File: config.mk
export PLATFORM = sky130hd
export DESIGN_NAME = mux9_rr_arbiter
export DESIGN_NICKNAME = d
export VERILOG_FILES = /design/src/rtl/mux9_rr_arbiter_pkg.sv /design/src/rtl/mux9_rr_arbiter_rr_pick9.sv /design/src/rtl/mux9_rr_arbiter.sv
export SDC_FILE = /design/constraint.sdc
export NUM_CORES = 1
export LEC_CHECK = 0
export ABC_AREA = 1
export ABC_CLOCK_PERIOD_IN_PS = 8400
export CAP_MARGIN = 20
export CORE_MARGIN = 2
export CORE_UTILIZATION = 52
export DETAILED_ROUTE_END_ITERATION = 7
export PLACE_DENSITY_LB_ADDON = 0.15
export SYNTH_ARGS = -nofsm -noshare
export SYNTH_HDL_FRONTEND = slang
export SYNTH_SLANG_ARGS = --single-unit
File: constraint.sdc
create_clock -name clk -period 8.4 [get_ports clk]
set_clock_uncertainty 0.15 [all_clocks]
set_input_delay 1.68 -clock clk [delete_from_list [all_inputs] [get_ports clk]]
set_output_delay 1.68 -clock clk [all_outputs]
set_load 0.01 [all_outputs]
File: src/rtl/mux9_rr_arbiter_pkg.sv
// Shared constants and state encoding for the 9-way round-robin mux arbiter.
// No logic; latency n/a.
// Backpressure n/a.
package mux9_rr_arbiter_pkg;

    localparam int N_REQ = 9;
    localparam int SEL_W = 4;

    // Pointer starts at the last requester so requester 0 wins the first pick
    localparam logic [SEL_W-1:0] PTR_RST = 4'd8;

    typedef enum logic {
        IDLE  = 1'b0,
        GRANT = 1'b1
    } state_t;

endpackage

File: src/rtl/mux9_rr_arbiter_rr_pick9.sv
// Round-robin picker: first eligible bit after ptr, wrapping 8->0, ptr itself last.
// Latency: purely combinational.
// Backpressure: none; the caller gates the eligible vector.
module rr_pick9
    import mux9_rr_arbiter_pkg::*;
(
    input  logic [N_REQ-1:0] elig,
    input  logic [SEL_W-1:0] ptr,
    output logic             found,
    output logic [SEL_W-1:0] idx,
    output logic [N_REQ-1:0] onehot
);

    logic [SEL_W-1:0] cand;

    always_comb begin
        found = 1'b0;
        idx   = '0;
        cand  = ptr;
        for (int i = 0; i < N_REQ; i++) begin
            cand = (cand == SEL_W'(N_REQ - 1)) ? '0 : cand + 1'b1;
            if (elig[cand] && !found) begin
                found = 1'b1;
                idx   = cand;
            end
        end
        onehot = found ? (N_REQ'(1) << idx) : '0;
    end

endmodule

File: src/rtl/mux9_rr_arbiter.sv
// Round-robin arbiter driving a registered 9:1 mux select and one-hot grant.
// Latency: 1 cycle from eligible request to out_valid; ack is combinational.
// Backpressure: grant holds while out_ready is low; a dropped request ends the grant.
module mux9_rr_arbiter
    import mux9_rr_arbiter_pkg::*;
(
    input  logic             clk,
    input  logic             reset_n,
    input  logic [N_REQ-1:0] req,
    input  logic [N_REQ-1:0] req_mask,
    input  logic             out_ready,
    output logic [SEL_W-1:0] sel,
    output logic [N_REQ-1:0] grant,
    output logic             out_valid,
    output logic [N_REQ-1:0] ack,
    output logic             err_drop,
    output logic             busy
);

    state_t           state, state_nxt;
    logic [SEL_W-1:0] ptr, ptr_nxt, sel_nxt;
    logic [N_REQ-1:0] grant_nxt;
    logic             err_nxt;

    logic [N_REQ-1:0] elig_all, pick_elig, pick_onehot;
    logic [SEL_W-1:0] pick_ptr, pick_idx;
    logic             pick_found;
    logic             req_sel, xfer, drop;

    assign elig_all  = req & req_mask;
    assign req_sel   = req[sel];
    assign out_valid = (state == GRANT);
    assign busy      = out_valid;
    assign xfer      = out_valid & out_ready & req_sel;
    assign drop      = out_valid & ~req_sel;
    assign ack       = xfer ? grant : '0;

    // On a transfer the winner is excluded and the search restarts just past it
    assign pick_elig = xfer ? (elig_all & ~grant) : elig_all;
    assign pick_ptr  = xfer ? sel : ptr;

    rr_pick9 u_pick (
        .elig   (pick_elig),
        .ptr    (pick_ptr),
        .found  (pick_found),
        .idx    (pick_idx),
        .onehot (pick_onehot)
    );

    always_comb begin
        state_nxt = state;
        ptr_nxt   = ptr;
        sel_nxt   = sel;
        grant_nxt = grant;
        err_nxt   = err_drop;
        case (state)
            IDLE: begin
                if (pick_found) begin
                    state_nxt = GRANT;
                    sel_nxt   = pick_idx;
                    grant_nxt = pick_onehot;
                end
            end
            GRANT: begin
                if (xfer) begin
                    ptr_nxt = sel;
                    if (pick_found) begin
                        sel_nxt   = pick_idx;
                        grant_nxt = pick_onehot;
                    end else begin
                        state_nxt = IDLE;
                        grant_nxt = '0;
                    end
                end else if (drop) begin
                    state_nxt = IDLE;
                    grant_nxt = '0;
                    err_nxt   = 1'b1;
                end
            end
            default: begin
                state_nxt = IDLE;
                grant_nxt = '0;
            end
        endcase
    end

    always_ff @(posedge clk or negedge reset_n) begin
        if (!reset_n) begin
            state    <= IDLE;
            ptr      <= PTR_RST;
            sel      <= '0;
            grant    <= '0;
            err_drop <= 1'b0;
        end else begin
            state    <= state_nxt;
            ptr      <= ptr_nxt;
            sel      <= sel_nxt;
            grant    <= grant_nxt;
            err_drop <= err_nxt;
        end
    end

endmodule

Word level (Yosys, flattened, before mapping)

Cells that the tools add are included.

Register bits: 19
Bits in latches: 0
Memory bits (writable): 0
ROM bits: 0
Input port bits: 21
Memories: 0

Add/subtract/negate cells: 9
$mul: 0
Div/mod/pow operators: 0
Magnitude comparators: 10
Equality and inequality tests: 12
Shift operators: 1
Mux-type cells: 62
Bitwise operators: 9
Reduce and logical (&&, ||, !) cells: 18

Operators with widths:

| operator                                                                      | number |
|---|---|
| 4-bit two-way mux                                                             | 21 |
| 9-bit two-way mux                                                             | 6 |
| 4-bit by 5-bit less-than comparator with 1-bit output (second input constant) | 10 |
| 1-bit binary-select mux with 4-bit select                                     | 10 |
| 4-bit by 1-bit adder with 4-bit output (second input constant)                | 9 |
| 4-bit == test (second input constant)                                         | 9 |
| 1-bit two-way mux                                                             | 22 |
| 9-bit bitwise AND                                                             | 2 |
| 9-bit case mux with 2 select lines                                            | 1 |
| 9-bit inverter                                                                | 1 |
| 1-bit by 4-bit << shifter with 9-bit output (first input constant)            | 1 |
| 1-bit logical AND                                                             | 8 |
| 1-bit zero test                                                               | 8 |
| 4-bit case mux with 2 select lines                                            | 1 |
| 1-bit bitwise AND                                                             | 3 |
| 3-bit by 1-bit inequality test with 1-bit output (second input constant)      | 1 |
| 1-bit inverter                                                                | 3 |
| 3-bit AND reduction                                                           | 1 |
| 2-bit by 1-bit inequality test with 1-bit output (second input constant)      | 1 |
| 2-bit inequality test (second input constant)                                 | 1 |
| 1-bit case mux with 2 select lines                                            | 1 |
| 2-bit AND reduction                                                           | 1 |

Depth between registers and ports, before layout

Depth after elaboration: 37
Mapped depth: 58

Modules after synthesis

A second synthesis with hierarchy kept.

Cell total of the unflattened synthesis: 645
Area, all modules: 3933.8 µm²

Modules (own cells, without submodules):

| module          | times used | cells an instance | area each (µm²) | sequential area each (µm²) |
|---|---|---|---|---|
| rr_pick9        | 1          | 442               | 2547.4          | 0.0 |
| mux9_rr_arbiter | 1          | 203               | 1386.3          | 476.7 |

Worst setup path after synthesis

No wires, ideal clock.

Path type: input port to flip-flop
Start point: in req[1]
End point: reg grant[4]
Library setup time: 0.116 ns
Data arrival time: 8.818 ns
Data required time: 8.134 ns
Slack: -0.684 ns
Stages: 51
Buffers on the path: 6
Cell sequence: or2_0 > nand2_1 > nand3_1 > nand3_2 > nand2_4 > nand3_1 > nand2_2 > inv_2 > ha_1 > nand3_2 > nand2_4 > clkinv_1 > ha_1 > ha_1 > nand4_4 > nand2_2 > buf_1 > ha_1 > [15 not listed] > ha_1 > nand3_4 > nand2_4 > buf_8 > ha_1 > nand4_4 > nand3_1 > nand3_1 > nand3_1 > nand3_2 > nand2_2 > nand2_4 > nand2_4 > inv_4 > nand2_2 > inv_2 > nand2_1 > nand2_1

Cells in the longest elaborated chain, start to end: 37
Elaborated cells on any way between the ends: 96
Classes of those cells: add/sub (9); eq/ne (11); shift (1); mux (53); bitwise (5); reduce/logical (17)

Ends and longest elaborated chain:

| item                                                                                            | line                           | source |
|---|---|---|
| start: declaration                                                                              | mux9_rr_arbiter.sv:9           | `input logic [N_REQ-1:0] req,` |
| 1-bit binary-select mux with 4-bit select *                                                     | mux9_rr_arbiter.sv:31          | `assign req_sel = req[sel];` |
| 1-bit two-way mux (implied by the code) *                                                       | mux9_rr_arbiter.sv:31          |  |
| 1-bit bitwise AND *                                                                             | mux9_rr_arbiter.sv:34          | `assign xfer = out_valid & out_ready & req_sel;` |
| 4-bit two-way mux *                                                                             | n/a                            |  |
| via pick_ptr[0]                                                                                 | mux9_rr_arbiter.sv:26          | `logic [SEL_W-1:0] pick_ptr, pick_idx;` |
| 4-bit by 1-bit adder with 4-bit output / 4-bit == test (equally long branches)                  | mux9_rr_arbiter_rr_pick9.sv:21 | `cand = (cand == SEL_W'(N_REQ - 1)) ? '0 : cand + 1'b1;` |
| 4-bit two-way mux *                                                                             | mux9_rr_arbiter_rr_pick9.sv:21 |  |
| parallel branches: the longest is 31 deep, another holds 4-bit by 1-bit adder with 4-bit output | n/a                            |  |
| end signal: assignment                                                                          | mux9_rr_arbiter.sv:98          | `grant <= grant_nxt;` |
| end: declaration                                                                                | mux9_rr_arbiter.sv:13          | `output logic [N_REQ-1:0] grant,` |

Mark *: on every way through the listed nets, which the timed path passes. The select of a mux whose other input is x is not followed.
A chain may end at the register's enable or synchronous reset.

Worst setup path after layout

Start point: in req[7]
End point: reg grant[4]

Same word-level chain as after synthesis.

==> impl_metrics.csv <==
group,metric,value,unit
route,met1_length,4940,um
setup_path,worstReg2RegStart,"sel[0]",
synth,ys_seq_area_share,13.2,%
global_route,antenna_found_initial,0,
setup_path,critPathCaptureType,"flip-flop",
layout,nets,685,
layout,multiInputGateArea,2880,um2
route,first_iter_violations,359,
clock_network,htree_num_levels,1,
floorplanning,start_util,53.3,%
setup_path,reg2regPathDepth,47,
route,drtPass1Iterations,6,
clock_network,insertion_delay,0.27,ns
timing,fin_tns_setup,0,ns
synth,synth-seq-cells,19,
timing,worstMarginPinSlew,0.891,ns
synth,synthCells,582,
setup_path,startpoint_type,"input port",
timing,finalCritPeriodShare,94.8,%
setup_path,rr_endpoint,"grant[4]",
synth,synthDistinctLibCells,44,
layout,antennaDiodeCount,0,
floorplanning,boundaryPins,46,
route,avgViaCountPerCell,5.63,
synth,syn_avg_cell_area,6.19,um2
setup_path,worst-path-max-fanout,15,
synth,synthTopCellsByArea,"nand2_1 13%, dfrtp_1 13%, nand3_1 10%, inv_1 7.7%, ha_1 6.3%",
layout,n_fill_cell,616,
hold_path,whs_path_depth,1,
setup_path,crit_path_top_delay_cell,"clkdlybuf4s50_1",
clock_network,ctsHoldBuffers,0,
route,wl_met3,660,um
synth,netlist.area_leader.share,13.4,%
clock_network,clkTransAtPathRegs,0.08,ns
layout,final_common_cell,"nand2_1",
setup_path,worstSetupStartpoint,"req[7]",
route,wl,10800,um
floorplanning,rows,30,
route,wl_met2,5070,um
route,highest_layer,"met4",
layout,synthToLayoutAreaGrowth,25.3,%
clock_network,cts_tree,"done",
setup_path,crit_end,"grant[4]",
setup_path,rrSetupSlack,1.65,ns
timing,report.final.slew_viol_count,0,
setup_path,crit_arrival,8.01,ns
layout,layout_common_cells,"127 x nand2_1, 73 x inv_1, 72 x nand3_1",
placed_design,place_congestion,0.955,
synth,synthesis.area,3600,um2
synth,yosysWarnings,0,
run,drv_cap,0,
hold_path,worstHoldStart,"err_drop",
setup_path,critical-path-top-delay-family,"simple AND/OR/NAND/NOR gates",
setup_path,path_depth,48,
setup_path,crit_type,"in2reg",
floorplanning,die_w,87.2,um
hold_path,worstHoldPathType,"reg2reg",
setup_path,crit_required,8.45,ns
synth,synthFlopType,"dfrtp_1",
global_route,track_usage,27.9,%
route,wire_per_inst,14.8,um
route,vias,4081,
synth,ys_async_sr_fraction,100,%
layout,drive_gt1_share,24.3,%
timing,max-slew-margin-rel,40.4,%
placed_design,dpl.hpwl,8290,um
floorplanning,coreArea,6760,um2
outcome,run_status,"complete, no violations",
layout,regArea,477,um2
setup_path,crit_top_cell,"nand2_4",
synth,synth_nets,621,
timing,fin_crit,7.96,ns
floorplanning,die_area,7610,um2
clock_network,clockBufferDepth,2,
global_route,grt_first_pass_wirelength,17200,um
placed_design,io_buffers,45,
timing,setup_viol,0,
route,remaining_drc_errors,0,
global_route,overflow,0,
global_route,grt_max_degree,20,
clock_network,cts_made_buffers,3,
setup_path,max_stage_delay,0.47,ns
synth,synth_edf_count,0,
floorplanning,die_y,87.2,um
layout,design_area,4520,um2
clock_network,clock_tree.root_cell,"clkbuf_8",
route,antenna_left,0,
timing,max_freq,126,MHz
timing,hold_violations,0,
clock_network,cts_sinks,19,
setup_path,crit_buf_inv,7,
placed_design,placement.cell_area,4290,um2
synth,synth_top_area_cell,"nand2_1",
global_route,first_global_vias,3508,
-- through the flow --
stage / utilization, % / setup slack, ns / hold WS [ns] / cells
after floorplan: - / 0.00636 / 0.321 / 582
after global placement: 63.5 / 0.0729 / 0.303 / 709
after detailed placement: 63.5 / -0.146 / 0.308 / 709
after CTS: 64.1 / 0.118 / 0.326 / 713
after global routing: 66.8 / -0.00113 / 0.355 / 725
final: 66.8 / 0.441 / 0.325 / 725
-- registers in the layout (all words and copies together), names as in the netlist --
signal / flops
grant: 9
ptr: 4
sel: 4
busy: 1
err_drop: 1
-- routing by layer --
| metal | vias to the layer above | global-route usage (%) |
|---|---|---|
| li1 | 2032 | - |
| met2 | 159 | 45.2 |
| met4 | 0 | 4.90 |
| met1 | 1878 | 41.0 |
| met5 | - | 0 |
| met3 | 12 | 1.99 |
-- cells in the mapped netlist, types with 2 or more instances --
cell type / count
o211ai_1: 2
o221ai_1: 2
o21ai_0: 33
nand3_1: 74
buf_8: 2
nand2_4: 18
nand2_1: 129
ha_1: 18
nand4_1: 14
nor3_1: 4
nand3_4: 4
clkinv_1: 3
nand3b_1: 5
nor2_1: 47
o21ai_1: 4
nand4_4: 5
inv_1: 74
a21oi_1: 25
buf_2: 4
nor2_4: 6
dfrtp_1: 18
nor4_1: 2
nand2_2: 34
nand3_2: 9
inv_2: 20
o311ai_0: 2
nor2_2: 6
o22ai_1: 2
-- area by class of cell --
type	instances	area share, %
clock buffer	3	0.914
inverter	98	8.45
timing repair buffer	68	13.9
clock inverter	1	0.111
tap	80	2.22
sequential	19	10.6
multi-input combinational	456	63.9
-- repair_timing --
action | 4_1_cts | 5_1_grt
buffers inserted | 0 | 12
resized for setup | 0 | 16
setup endpoints to repair | 0 | 14
-- cell families after synthesis --
group                    count (synthesis)  synth area share [%]
AND/OR/NAND/NOR                        364                  56.9
AO/OA/AOI/OAI                           73                  11.3
XOR/XNOR                                 1                 0.243
flip-flops                              19                  13.2
buffers and inverters                  107                  12.1
adder cells (fa/ha/maj)                 18                  6.25
-- how the worst min path moves through the flow --
stage                          end  slack (ns)
after global placement    err_drop        0.30
after floorplan             ptr[0]        0.32
after global routing      err_drop        0.36
final                     err_drop        0.32
after detailed placement  err_drop        0.31
after CTS                 err_drop        0.33
Power is not shown: default switching activity piles up to over one toggle a cycle in this logic, so the estimate is an artifact.
